### src/rtl/nibble_serial_add32.sv
// ----------------------------------------------------------------------------
// nibble_serial_add32
//
// Purpose:
//   32-bit adder that adds SLICE_W bits per clock cycle. Operands are accepted
//   with a valid/ready handshake. The sum is built up over 32/SLICE_W cycles,
//   one slice per cycle, using a single SLICE_W-bit ripple adder and a carry
//   register. The 33-bit result {carry_out, sum[31:0]} is presented with a
//   valid/ready handshake.
//
// Ports:
//   clk        in   1   clock; all state updates on the rising edge
//   rst_n      in   1   asynchronous active-low reset
//   in_valid   in   1   a, b and cin are valid
//   in_ready   out  1   block can accept operands (IDLE only)
//   a          in   32  augend
//   b          in   32  addend
//   cin        in   1   carry into bit 0
//   out_valid  out  1   sum is valid (DONE only)
//   out_ready  in   1   consumer accepts sum
//   sum        out  33  {carry_out, sum[31:0]}
//   busy       out  1   high while slices are being added (RUN only)
//
// SLICE_W must divide 32 evenly.
// ----------------------------------------------------------------------------
module nibble_serial_add32 #(
    parameter int SLICE_W = 4
) (
    input  logic        clk,
    input  logic        rst_n,
    input  logic        in_valid,
    output logic        in_ready,
    input  logic [31:0] a,
    input  logic [31:0] b,
    input  logic        cin,
    output logic        out_valid,
    input  logic        out_ready,
    output logic [32:0] sum,
    output logic        busy
);

    localparam int N_SLICES = 32 / SLICE_W;
    localparam int K_W      = (N_SLICES > 1) ? $clog2(N_SLICES) : 1;
    localparam logic [K_W-1:0] K_LAST = K_W'(N_SLICES - 1);

    typedef enum logic [1:0] {
        IDLE = 2'd0,
        RUN  = 2'd1,
        DONE = 2'd2
    } state_t;

    state_t             r_state;
    state_t             w_state_next;
    logic               w_accept;
    logic               w_run;
    logic               w_last;

    logic [31:0]        r_a;
    logic [31:0]        r_b;
    logic               r_carry;
    logic [K_W-1:0]     r_k;
    logic [32:0]        r_sum;
    logic [32:0]        w_sum_next;
    logic [SLICE_W:0]   w_slice_sum;

    // ------------------------------------------------------------------
    // FSM
    // ------------------------------------------------------------------
    always_ff @(posedge clk or negedge rst_n) begin
        if (!rst_n) begin
            r_state <= IDLE;
        end else begin
            r_state <= w_state_next;
        end
    end

    always_comb begin
        w_state_next = r_state;
        w_accept     = 1'b0;
        in_ready     = 1'b0;
        out_valid    = 1'b0;
        busy         = 1'b0;
        case (r_state)
            IDLE: begin
                in_ready = 1'b1;
                if (in_valid) begin
                    w_accept     = 1'b1;
                    w_state_next = RUN;
                end
            end
            RUN: begin
                busy = 1'b1;
                if (r_k == K_LAST) begin
                    w_state_next = DONE;
                end
            end
            DONE: begin
                out_valid = 1'b1;
                // Returning to IDLE here means the earliest new accept is the
                // edge after the output handshake, never the same edge.
                if (out_ready) begin
                    w_state_next = IDLE;
                end
            end
            default: begin
                w_state_next = IDLE;
            end
        endcase
    end

    assign w_run  = (r_state == RUN);
    assign w_last = w_run && (r_k == K_LAST);

    // ------------------------------------------------------------------
    // Slice adder
    // The operand registers shift right by one slice per RUN cycle, so the
    // current slice k is always in the low SLICE_W bits and no wide read mux
    // is needed.
    // ------------------------------------------------------------------
    assign w_slice_sum = {1'b0, r_a[SLICE_W-1:0]}
                       + {1'b0, r_b[SLICE_W-1:0]}
                       + {{SLICE_W{1'b0}}, r_carry};

    // Only slice k of the result changes in a RUN cycle; every other slice,
    // including results left over from the previous operation, holds.
    genvar gi;
    generate
        for (gi = 0; gi < N_SLICES; gi++) begin : g_slice
            localparam logic [K_W-1:0] SLICE_IDX = K_W'(gi);
            assign w_sum_next[gi*SLICE_W +: SLICE_W] =
                (w_run && (r_k == SLICE_IDX)) ? w_slice_sum[SLICE_W-1:0]
                                              : r_sum[gi*SLICE_W +: SLICE_W];
        end
    endgenerate

    assign w_sum_next[32] = w_last ? w_slice_sum[SLICE_W] : r_sum[32];

    // ------------------------------------------------------------------
    // Datapath registers
    // ------------------------------------------------------------------
    always_ff @(posedge clk or negedge rst_n) begin
        if (!rst_n) begin
            r_a     <= '0;
            r_b     <= '0;
            r_carry <= 1'b0;
            r_k     <= '0;
            r_sum   <= '0;
        end else begin
            r_sum <= w_sum_next;
            if (w_accept) begin
                r_a     <= a;
                r_b     <= b;
                r_carry <= cin;
                r_k     <= '0;
            end else if (w_run) begin
                r_a     <= r_a >> SLICE_W;
                r_b     <= r_b >> SLICE_W;
                r_carry <= w_slice_sum[SLICE_W];
                r_k     <= r_k + 1'b1;
            end
        end
    end

    assign sum = r_sum;

endmodule
### config.mk
export PLATFORM = sky130hd
export DESIGN_NAME = nibble_serial_add32
export DESIGN_NICKNAME = d
export VERILOG_FILES = /design/src/rtl/nibble_serial_add32.sv
export SDC_FILE = /design/constraint.sdc
export NUM_CORES = 1
export LEC_CHECK = 0
export BUFFER_PORTS_ARGS = -buffer_cell sky130_fd_sc_hd__clkbuf_2
export CAP_MARGIN = 40
export CELL_PAD_IN_SITES_DETAIL_PLACEMENT = 2
export CELL_PAD_IN_SITES_GLOBAL_PLACEMENT = 2
export CORE_MARGIN = 1
export CORE_UTILIZATION = 33
export DETAILED_ROUTE_END_ITERATION = 7
export PLACE_DENSITY_LB_ADDON = 0.1
export SKIP_CTS_REPAIR_TIMING = 1
export SLEW_MARGIN = 0
export SYNTH_ARGS = -nofsm -noshare
export SYNTH_HDL_FRONTEND = slang
export SYNTH_SLANG_ARGS = --single-unit
### constraint.sdc
create_clock -name clk -period 2.29 [get_ports clk]
set_input_delay 0.1145 -clock clk [delete_from_list [all_inputs] [get_ports clk]]
set_output_delay 0.1145 -clock clk [all_outputs]
set_load 0.02 [all_outputs]
## Yosys cells after proc, flatten, opt, wreduce, memory -nomap -nowiden

Index checks and enable logic that the tools add are counted.

| cells by class | value |
|---|---|
| add/subtract/negate cells | 3 |
| multipliers | 0 |
| divide/modulo/power cells | 0 |
| magnitude comparators | 0 |
| equal/unequal tests | 12 |
| shift operators | 0 |
| multiplexer cells | 17 |
| bitwise operators | 0 |
| reductions and logical operators | 12 |

Operators by type and width:

| kind | number |
|---|---|
| 32-bit two-way mux | 4 |
| 3-bit equality test, second input constant | 4 |
| 1-bit logical AND | 8 |
| 1-bit two-way mux | 7 |
| 3-bit by 2-bit equality test with 1-bit output, second input constant | 2 |
| 2-bit two-way mux | 3 |
| 3-bit two-way mux | 2 |
| 2-bit case mux with 3 select lines | 1 |
| 4-bit by 4-bit adder with 5-bit output | 1 |
| 5-bit by 1-bit adder with 5-bit output | 1 |
| 2-bit != test, second input constant | 2 |
| 3-bit by 1-bit adder with 3-bit output, second input constant | 1 |
| 3-bit by 1-bit equality test with 1-bit output, second input constant | 1 |
| 3-bit zero test | 1 |
| 3-bit AND reduction | 1 |
| 2-bit by 1-bit equality test with 1-bit output, second input constant | 1 |
| 2-bit equality test, second input constant | 1 |
| 2-bit zero test | 1 |
| 2-bit by 1-bit != test with 1-bit output, second input constant | 1 |
| 2-bit nonzero test | 1 |

| word-level totals | value |
|---|---|
| bits in registers | 103 |
| bits in latches | 0 |
| bits in writable memories | 0 |
| ROM bits | 0 |
| bits of input ports | 69 |
| output and inout port bits | 36 |
| word-level logic and storage cells | 57 |
| memories kept | 0 |

## Longest topological paths before layout

Gate-level depths: netlist of the first run.

| logic depth | value |
|---|---|
| depth after elaboration | 4 |
| depth in mapped cells | 7 |
| gate-level depth less buffers | 7 |

## Least setup slack after synthesis of the first run

No wires, ideal clock.

| timing path | value |
|---|---|
| path kind | reg-to-reg |
| start | register r_a[0] |
| end | register r_sum[10] (netlist: sum[10]) |
| library setup time | 0.139 ns |
| arrival | 1.638 ns |
| required time | 2.151 ns |
| slack | 0.513 ns |
| cell stages (with the launch flop) | 6 |
| path buffers | 0 |
| clock period less this slack | 1.777 ns |
| cell sequence | dfrtp_1 -> inv_1 -> fa_1 -> fa_1 -> xor2_1 -> o21ai_0 |

| between the ends | value |
|---|---|
| word-level cells in the longest chain between the ends | 2 |

RTL lines:

| element | RTL line | text |
|---|---|---|
| start, declared | 58 | `logic [31:0] r_a;` |
| start signal, assigned | 156 | `r_a <= r_a >> SLICE_W;` |
| 4-bit by 4-bit adder with 5-bit output | 121 | `+ {1'b0, r_b[SLICE_W-1:0]}` |
| 5-bit by 1-bit adder with 5-bit output | 122 | `+ {{SLICE_W{1'b0}}, r_carry};` |
| end signal, assigned | 149 | `r_sum <= w_sum_next;` |
| end, declared | 62 | `logic [32:0] r_sum;` |

Every way passes these cells.
A chain may end at the register's enable or synchronous reset.

## Worst setup path after layout of the first run

| timing path | value |
|---|---|
| start | register r_a[0] |
| end | register r_sum[22] (netlist: sum[22]) |

Same word-level chain as after synthesis.

==> results by group, run 1 <==
CTS
  • Later-pin clock latency in the skew report: 0.35 ns
  • Clk slew on worst S/H paths: 0.07 ns
  • Clock buffer count from CTS: 9
  • Clock sinks: 103
  • Htree depth: 3
  • CTS tree: yes
  • Root buffer cell: clkbuf_16
  • Clock Path Buffers: 2

Pwr
  • Int Pwr: 4720 uW
  • Net Switching: 3530 uW
  • VDD IR max: 0.000412 V
  • PwrDens: 1500 nW/um2
  • Logic gate share of total power: 42.8%
  • Clock Power Share: 18.9%
  • Leak pwr: 0.00279 uW
  • Switching portion of total power: 42.8%
  • Flop pwr share: 38.3%

Route
  • WL per Instance: 17.1 um
  • Antenna-violating nets left: 0
  • Pre-antenna DRT Iters: 4
  • Avg Vias per Cell: 4.95
  • Routed wire length: 12.4 mm
  • DRC errors left: 0
  • Vias: 3,599
  • Initial DRC Count: 127

Placed design
  • Gpl congestion: 0.690
  • Final HPWL DP: 8.68 mm
  • Area after DPL: 5040 um2
  • Port Buffers: 104

Synthesis
  • Fraction of the mapped netlist area in simple logic gates: 16.6%
  • Largest family of logic cells by synthesized area: simple AND/OR/NAND/NOR gates
  • Async S/R FF share, synth: 100%
  • Post-Syn Area: 4370 um2
  • Syn_nets: 513
  • Adder-cell share of the synthesized area: 3.50%
  • Syn Area/Cell: 10.1 um2
  • #FFs+latches synth: 103
  • Top cell type by total area after synthesis: dfrtp_1
  • Mux cell area share after synthesis: 0%
  • Top FF cell, synth: dfrtp_1
  • Syn. warnings: 0
  • Top-area cell type share of the netlist area: 59.0%
  • Post-synth EDFFs: 0
  • Syn Inst Count: 433
  • Xor-xnor portion of the synthesized cell area: 0.401%
  • Synth Area in Compound Gates: 16.0%
  • Synth top area cells: dfrtp_1 (59%), nand2_1 (14%), a22oi_1 (9.1%)
  • Cell variety after synth: 29
  • Seq/Total Area, Yosys: 59.0%

Cells and area
  • Share of layout cells above drive strength 1: 24.5%
  • Synth-to-Final Area Change: 26.3%
  • Fill count: 1,412
  • Final Cell Area: 5520 um2
  • Inserted Diodes: 0
  • Final nets: 630

Floorplanning
  • Initial Utilization: 34.2%
  • Die height: 117 um
  • Boundary pin count: 105
  • Core Region: 12,800 um2
  • Cell Rows: 41
  • Die width: 117 um
  • Total die area: 13,700 um2

Critical path
  • Reg2reg setup slack: 0.30 ns
  • Worst r2r src: r_a[0]
  • Setup crit end kind: register
  • Worst Setup SP: r_a[0]
  • Arrival time worst endpoint: 2.20 ns
  • Reg-to-Reg End: sum[22]
  • Type of origin of the critical path: register
  • R2R depth: 5
  • Critical-path maximum fanout: 8
  • Worst Setup Path Type: reg2reg
  • Worst EP required: 2.50 ns

STA
  • Hold Slack: -0.0225 ns
  • Final setup violation count: 0
  • Setup_tns: 0 ns
  • Final Cycle Share: 87.0%
  • Fmax: 502 MHz
  • Final hold vios: 20
  • RSZ-0062 raised after global routing: no
  • Slew Limit Fails: 0
  • Final Skew: 0.00480 ns
  • Max-Slew Margin vs Limit: 56.9%
  • Worst slew pin tran: 0.646 ns
  • Fin crit period: 1.99 ns

Run status
  • Failing checks: negative hold slack
  • Status: finished with violations

Worst hold path
  • Hold Path Origin: b[30]
  • Hold Path Class: in2reg
  • WHS Endpoint: r_b[30]
  • Hold path cells: 3

Flow run
  • Max cap viols: 0

GRT
  • Initial antenna violation count: 0
  • Largest net degree at the start of global routing: 63
  • Total GRT Usage: 19.2%
  • Vias in the first global route: 3,742
  • First-pass GRT wire length: 19.7 mm
  • Grt ovf: 0
flip-flops by register name, indices dropped and copies added, names as in the netlist:
name / cells
r_carry: 1
sum: 33
r_state: 2
r_b: 32
r_a: 32
r_k: 3
how the worst max path moves through the flow:
stage              end  cells past startpoint
2_1_floorplan  sum[10]                      5
3_3_place_gp    sum[2]                      5
3_5_place_dp   sum[22]                      5
4_1_cts        sum[22]                      5
5_1_grt        sum[18]                      5
6_report       sum[22]                      5
worst max-delay path, stage by stage, from the launching register on:
cell and delay [ns]:
dfrtp_1 0.33, inv_1 0.06, fa_1 0.46, fa_1 0.45, xor2_2 0.40, o21ai_0 0.17
final cells by class:
| type | instances | area [um2] | area share (%) |
|---|---|---|---|
| sequential | 103 | 2580 | 46.7 |
| multi-input combinational | 297 | 1610 | 29.1 |
| timing repair buffer | 129 | 778 | 14.1 |
| clock buffer | 10 | 239 | 4.33 |
| tap | 172 | 215 | 3.90 |
| clock inverter | 6 | 60.1 | 1.09 |
| inverter | 10 | 40.0 | 0.726 |
layout by cell type, fill, tap and decap left out, types with 7 or more instances in the layout:
| cell | Yosys | routed |
|---|---|---|
| dfrtp_1 | 103 | 103 |
| clkbuf_16 | 0 | 9 |
| inv_1 | 9 | 9 |
| o21ai_0 | 44 | 44 |
| a22oi_1 | 53 | 53 |
| nand2_1 | 163 | 163 |
| dlygate4sd3_1 | 0 | 17 |
| clkbuf_2 | 0 | 103 |
| ha_1 | 9 | 9 |
| buf_4 | 8 | 7 |
cell usage after synthesis, types with 3 or more instances:
master and count:
a221o_1 4, a22oi_1 53, buf_2 8, buf_4 8, buf_6 4, clkbuf_1 3
dfrtp_1 103, ha_1 9, inv_1 9, nand2_1 163, nand3_2 3, nor3_1 4
o21ai_0 44
metrics by stage:
step | std cells | util (%) | setup slack [ns] | power [uW]
after detailed placement | 694 | 39.4 | 0.0435 | 6770
final | 727 | 43.2 | 0.297 | 8260
after global routing | 727 | 43.2 | 0.0971 | 8940
after CTS | 710 | 41.8 | 0.0463 | 8380
after floorplan | 433 | - | 0.513 | 5530
after global placement | 694 | 39.4 | 0.158 | 6550
routing by layer:
layer | global-route usage [%] | vias to the layer above | routed length [um]
met5 | 0 | - | 0
met2 | 30.3 | 73 | 5920
met3 | 3.50 | 11 | 529
met4 | 7.34 | 0 | 175
li1 | - | 1695 | -
met1 | 26.3 | 1820 | 5770
power by group through the flow:
stage               logic, uW  registers [uW]  clock network, uW
CTS                      3600            3180               1610
floorplan                2170            3360                  0
finish                   3530            3160               1560
detailed placement       3570            3200                  0
global placement         3400            3150                  0
global route             4000            3270               1670
logic make-up (layout without fill, tap and decap cells):
group	after synthesis	after routing
AO/OA/AOI/OAI	107	107
AND/OR/NAND/NOR	177	177
buffers and inverters	33	155
adder cells (fa/ha/maj)	11	11
flip-flops	103	103
XOR/XNOR	2	2
(Power assumes the default switching activity.)
==> run 2: changes to the inputs <==
- ABC_AREA: unset -> 1
- CORE_UTILIZATION: 33 -> 32
==> run 2 against run 1 <==
  * The flow still finishes with violations (negative hold slack)
  * Cell count grew 13%
  * Clock skew shrank 0.00087 ns
  * Via count grew 8.5%
  * Routed wire length grew 4.9%
  * Sequential power shrank 5%
  * Synthesized cell count grew 16%
  * Sequential cell count is the same
  * Count of clock-buffer cells in the layout is the same
  * Sequential share of layout area shrank 2.7 points
  * Fmax shrank 1.7%
  * Non-clock buffer count grew 14
==> results by group, run 2 <==
Synthesis
  • Post-synth EDFFs: 0 (unchanged)
  • Commonest cells post-synth: nand2_1 (227), dfrtp_1 (103), nand3_1 (56), inv_1 (23), o21ai_0 (11)
  • Cell variety after synth: 26 (-10%)
  • Seq/Total Area, Yosys: 57.0% (-2.0 points)
  • Synth top area cells: dfrtp_1 (57%), nand2_1 (19%), nand3_1 (6.2%)
  • Top cell type by total area after synthesis: dfrtp_1
  • Syn. warnings: 0 (unchanged)
  • Syn Area/Cell: 9.01 um2 (-11%)
  • Syn Inst Count: 502 (+16%)
  • Top FF cell, synth: dfrtp_1
  • Async S/R FF share, synth: 100% (unchanged)
  • Top-area cell type share of the netlist area: 57.0% (-2.0 points)
  • Post-Syn Area: 4520 um2 (+3.6%)
  • Syn_nets: 582 (+13%)
  • #FFs+latches synth: 103 (unchanged)
  • Top-count cell post-synth: nand2_1

CTS
  • CTS tree: yes
  • Clock buffer count from CTS: 9 (unchanged)
  • Root buffer cell: clkbuf_16
  • Clock sinks: 103 (unchanged)
  • Htree depth: 3 (unchanged)
  • Clk slew on worst S/H paths: 0.07 ns (about the same)
  • Later-pin clock latency in the skew report: 0.35 ns (about the same)
  • Clock Path Buffers: 2 (unchanged)

Floorplanning
  • Cell Rows: 43 (+4.9%)
  • Die height: 121 um (+3.3%)
  • Total die area: 14,600 um2 (+6.7%)
  • Initial Utilization: 32.7% (-1.5 points)
  • Core Region: 13,800 um2 (+8.2%)
  • Die width: 121 um (+3.3%)
  • Boundary pin count: 105 (unchanged)

Critical path
  • Arrival time worst endpoint: 1.91 ns (-0.29 ns)
  • Worst Setup Path Type: reg2out
  • Reg2reg setup slack: 0.34 ns (+0.04 ns)
  • Setup crit end kind: output pin
  • Worst EP required: 2.18 ns (-0.32 ns)
  • Type of origin of the critical path: register
  • Critical-path maximum fanout: 16 (+8)

Cells and area
  • Final Cell Area: 5850 um2 (+6.1%)
  • Synth-to-Final Area Change: 29.5%
  • Share of layout cells above drive strength 1: 23.4% (-1.1 points)
  • Fill count: 1,522 (+7.8%)
  • Commonest non-fill, non-tap cell in the layout: nand2_1
  • Final nets: 716 (+14%)
  • Max reg flops: 33 (unchanged)
  • Most frequent cells in the layout: nand2_1 (227), clkbuf_2 (103), dfrtp_1 (103)
  • Register area: 2580 um2 (unchanged)
  • Fin util: 42.3% (-0.84 points)
  • Inserted Diodes: 0 (unchanged)
  • Multi-input gate area: 1690 um2 (+5.4%)

Pwr
  • Clock Power Share: 22.4% (+3.5 points)
  • Logic gate share of total power: 40.2% (-2.6 points)
  • Int Pwr: 4730 uW (+0.11%)
  • Net Switching: 3270 uW (-7.5%)
  • VDD IR max: 0.000406 V (-1.4%)
  • Leak pwr: 0.00301 uW (+7.6%)
  • Flop pwr share: 37.5% (-0.8 points)
  • PwrDens: 1370 nW/um2 (-8.8%)
  • Switching portion of total power: 40.9% (-1.9 points)

Route
  • WL per Instance: 15.8 um (-7.1%)
  • Pre-antenna DRT Iters: 4 (unchanged)
  • DRC errors left: 0 (unchanged)
  • Antenna-violating nets left: 0 (unchanged)
  • Routed wire length: 13.0 mm (+4.9%)
  • Avg Vias per Cell: 4.76 (-3.9%)
  • Initial DRC Count: 160 (+26%)
  • Vias: 3,905 (+8.5%)

STA
  • Max-Slew Margin vs Limit: 56.1% (-0.85 points)
  • Worst Slack Setup Final: 0.263 ns (-0.0339 ns)
  • Setup_tns: 0 ns (unchanged)
  • Worst slew pin tran: 0.658 ns (+0.0127 ns)
  • RSZ-0062 raised after global routing: no
  • Final hold vios: 24 (+20%)
  • Hold Slack: -0.0296 ns (-0.00713 ns)
  • Fmax: 493 MHz (-1.7%)
  • Fin crit period: 2.03 ns (+0.0339 ns)
  • Slew Limit Fails: 0 (unchanged)
  • Final setup violation count: 0 (unchanged)
  • Final Skew: 0.00393 ns (-0.000872 ns)
  • Final Cycle Share: 88.5% (+1.5 points)

Run status
  • Failing checks: negative hold slack
  • Status: finished with violations

GRT
  • Grt ovf: 0 (unchanged)
  • First-pass GRT wire length: 21.3 mm (+8.2%)
  • Vias in the first global route: 4,242 (+13%)
  • Total GRT Usage: 18.9% (-0.23 points)
  • Initial antenna violation count: 0 (unchanged)
  • Largest net degree at the start of global routing: 50 (-21%)

Worst hold path
  • Hold Path Class: in2reg

Placed design
  • Gpl congestion: 0.742 (+7.5%)
  • Port Buffers: 104 (unchanged)
  • Area after DPL: 5230 um2 (+3.7%)
  • Post-Place Worst Slack: 0.329 ns (+0.285 ns)
  • Final HPWL DP: 9.16 mm (+5.6%)

Flow run
  • Max cap viols: 0 (unchanged)
-- run 2: final cells by class --
type,count,area share [%]
multi-input combinational,349,28.9
sequential,103,44.0
timing repair buffer,143,15.3
clock buffer,10,4.08
tap,180,3.85
inverter,30,1.97
clock inverter,6,1.84
-- run 2: worst max-delay path, cell delays in order, from the launching register on --
cell,delay [ns]
dfrtp_1,0.40
inv_1,0.19
nand2_4,0.20
inv_2,0.32
buf_4,0.25
clkbuf_2,0.19
-- run 2: cells by family (layout without fill, tap and decap cells) --
group	Yosys count	count (layout)	share of synthesized area, %
simple gates	293	293	27.4
flops	103	103	57.0
buf+inv	50	189	5.73
compound gates	44	44	6.31
fa+ha+maj	11	11	3.38
xor+xnor	1	1	0.194
-- run 2: metrics by stage --
stage                     cells  power, uW
after floorplan             502       5130
after global placement      777       6130
after detailed placement    777       6290
after CTS                   793       8150
after global routing        821       8650
final                       821       8000
-- run 2: worst paths after layout --
kind                       startpoint      end  cells after the start
min                             b[13]  r_b[13]                      3
max reg2reg                    r_a[0]  sum[29]                      4
min reg2reg                   sum[10]  sum[10]                      2
max in group asynchronous       rst_n  r_a[12]                      3
max                        r_state[1]     busy                      5
min in group asynchronous       rst_n   sum[8]                      2
-- run 2: routing by layer --
metal | wire (um) | GRT usage [%] | vias up
li1 | - | - | 1873
met1 | 5800 | 23.5 | 1953
met2 | 6730 | 33.7 | 69
met3 | 305 | 2.40 | 10
met4 | 167 | 6.48 | 0
met5 | 0 | 0 | -
-- run 2: power groups by stage --
stage / clock network [uW] / registers, uW / logic (uW)
3_3_place_gp: 0 / 3010 / 3120
3_5_place_dp: 0 / 3040 / 3260
2_1_floorplan: 0 / 3220 / 1900
4_1_cts: 1850 / 3010 / 3290
6_report: 1790 / 3000 / 3210
5_1_grt: 1910 / 3090 / 3650
==> run 3: changes to the inputs <==
- clock period: 2.29 -> 1.88 ns (I/O delays scaled with it)
==> run 3 against run 2 <==
  * The run still ends with negative hold slack left
  * Sequential share of layout area is 2.0 points lower
  * Critical path depth is 2 higher
  * Die area stayed put
  * Sequential power is 22% higher
  * Register-to-register slack worse by 0.24 ns
  * Cell count is 3.2% higher
  * Non-clock buffer count is 26 higher
  * Setup slack worse by 0.16 ns
  * Count of clock-buffer cells in the layout is 3 higher
  * Sequential cell count stayed put
  * Hold slack worse by 0.018 ns
  * Combinational power is 28% higher
  * Largest power group unchanged
==> results by group, run 3 (synthesis results as in run 2) <==
Run status
  • Status: finished with violations
  • Failing checks: negative hold slack

Floorplanning
  • Cell Rows: 43 (unchanged)
  • Boundary pin count: 105 (unchanged)
  • Total die area: 14,600 um2 (unchanged)
  • Core Region: 13,800 um2 (unchanged)
  • Die height: 121 um (unchanged)
  • Initial Utilization: 32.7% (unchanged)
  • Die width: 121 um (unchanged)

GRT
  • Total GRT Usage: 19.0% (+0.071 points)
  • Initial antenna violation count: 0 (unchanged)
  • First-pass GRT wire length: 21.1 mm (-0.68%)
  • Vias in the first global route: 4,151 (-2.1%)
  • Largest net degree at the start of global routing: 66 (+32%)
  • Grt ovf: 0 (unchanged)

Route
  • Vias: 4,015 (+2.8%)
  • Initial DRC Count: 123 (-23%)
  • Routed wire length: 13.8 mm (+5.9%)
  • Pre-antenna DRT Iters: 4 (unchanged)
  • Metal3 WL: 353 um (+16%)
  • Antenna-violating nets left: 0 (unchanged)
  • Top Layer Used: met4
  • WL met2: 7.18 mm (+6.7%)
  • Avg Vias per Cell: 4.74 (-0.34%)
  • M1 wire length: 6.00 mm (+3.5%)
  • WL per Instance: 16.3 um (+2.6%)
  • DRC errors left: 0 (unchanged)

STA
  • Final Skew: 0.00542 ns (+0.00149 ns)
  • Slew Limit Fails: 0 (unchanged)
  • Final hold vios: 11 (-54%)
  • Fin crit period: 1.78 ns
  • Max-Slew Margin vs Limit: 65.4% (+9.3 points)
  • Worst slew pin tran: 0.518 ns (-0.140 ns)
  • Worst Slack Setup Final: 0.104 ns (-0.160 ns)
  • RSZ-0062 raised after global routing: no
  • Final setup violation count: 0 (unchanged)
  • Final Cycle Share: 94.5%
  • Setup_tns: 0 ns (unchanged)
  • Fmax: 563 MHz
  • Hold Slack: -0.0473 ns (-0.0177 ns)

Placed design
  • Area after DPL: 5270 um2 (+0.86%)
  • Port Buffers: 104 (unchanged)
  • Post-Place Worst Slack: -0.000368 ns (-0.329 ns)
  • Final HPWL DP: 9.03 mm (-1.5%)
  • Inst Count DP: 778 (+0.13%)
  • Gpl congestion: 0.759 (+2.3%)

Cells and area
  • Final Cell Area: 6130 um2 (+4.8%)
  • Synth-to-Final Area Change: 35.7%
  • Final nets: 742 (+3.6%)
  • Max reg flops: 33 (unchanged)
  • Share of layout cells above drive strength 1: 22.9% (-0.46 points)
  • Cell Count, Final, Fillers Out: 847 (+3.2%)
  • Inserted Diodes: 0 (unchanged)
  • Most frequent cells in the layout: nand2_1 (227), clkbuf_2 (103), dfrtp_1 (103)
  • Commonest non-fill, non-tap cell in the layout: nand2_1

Critical path
  • Slowest Stage Delay on Critical Path: 0.41 ns (about the same)
  • Worst EP required: 2.17 ns (about the same)
  • Arrival time worst endpoint: 2.06 ns (+0.15 ns)
  • Buffer and inverter count on the worst path: 2 (-2)
  • Cell breakdown of the critical path: inv_1, fa_2, fa_2, xnor2_1, buf_4, nand2_1, nand2_1
  • Type of origin of the critical path: register
  • Critical Path Slowest Stage Cell: fa_2
  • Kind of cell adding the most delay to the critical path: adder cells
  • Worst Setup Path Type: reg2reg
  • Reg2reg setup slack: 0.10 ns (-0.24 ns)
  • Setup crit end kind: register
  • Critical-path maximum fanout: 8 (-8)

Pwr
  • Total power after layout: 9860 uW (+23%)
  • Leak pwr: 0.00313 uW (+3.9%)
  • VDD IR max: 0.000495 V (+22%)
  • PwrDens: 1610 nW/um2 (+18%)

CTS
  • Clock sinks: 103 (unchanged)
  • Clk slew on worst S/H paths: 0.07 ns (about the same)
  • Htree depth: 3 (unchanged)
  • CTS tree: yes
  • Root buffer cell: clkbuf_16
  • Clock buffer count from CTS: 9 (unchanged)
  • Later-pin clock latency in the skew report: 0.35 ns (about the same)
  • Clock Path Buffers: 2 (unchanged)

Flow run
  • Max cap viols: 0 (unchanged)

Worst hold path
  • Hold Path Class: in2reg
run 3: cell types whose count changed in the layout (fill, tap and decap cells not counted), sizes merged:
cell         previous run  this run
clkinv                  2         1
bufinv                  3         2
clkbuf                113       116
buf                    12        14
clkinvlp                1         0
dlygate4sd3            28        52
run 3: area by class of cell:
type                    instances  area, um2
fillers                      1524       7690
flip-flops and latches        103       2580
multi-input cells             349       1700
repair buffers                169       1190
clock buffers                  13        260
well taps                     180        225
inverters                      30        115
clock inverters                 3       65.1
run 3: per-stage QoR:
stage / util (%) / hold WS (ns)
global route: 44.4 / -0.0104
global placement: 38.1 / 0.0974
finish: 44.4 / -0.0473
detailed placement: 38.1 / 0.108
CTS: 40.5 / -0.275
floorplan: - / -0.202
run 3: per-layer routing:
metal	up-vias	GRT usage, %
met5	-	0
met4	0	7.64
met3	17	3.05
met2	69	33.2
met1	2004	23.3
li1	1925	-
run 3: worst paths after layout:
path	from	cells past startpoint	end
max	r_a[0]	7	sum[18]
min	a[17]	3	r_a[17]
max reg2reg	r_a[0]	7	sum[18]
min reg2reg	sum[10]	2	sum[10]
max in group asynchronous	rst_n	3	sum[14]
min in group asynchronous	rst_n	2	sum[8]
run 3: power breakdown:
group	internal, uW	switching (uW)	leakage, uW
Combinational	1490	2620	0.00164
Sequential	3100	566	0.00133
Clock	1240	837	0.000160
Total	5840	4030	0.00313
run 3: worst register-to-register path, cell delays in order (launching register included):
cell and delay [ns]:
dfrtp_1 0.35, inv_1 0.07, fa_2 0.41, fa_2 0.36, xnor2_1 0.16, buf_4 0.18, nand2_1 0.07, nand2_1 0.10
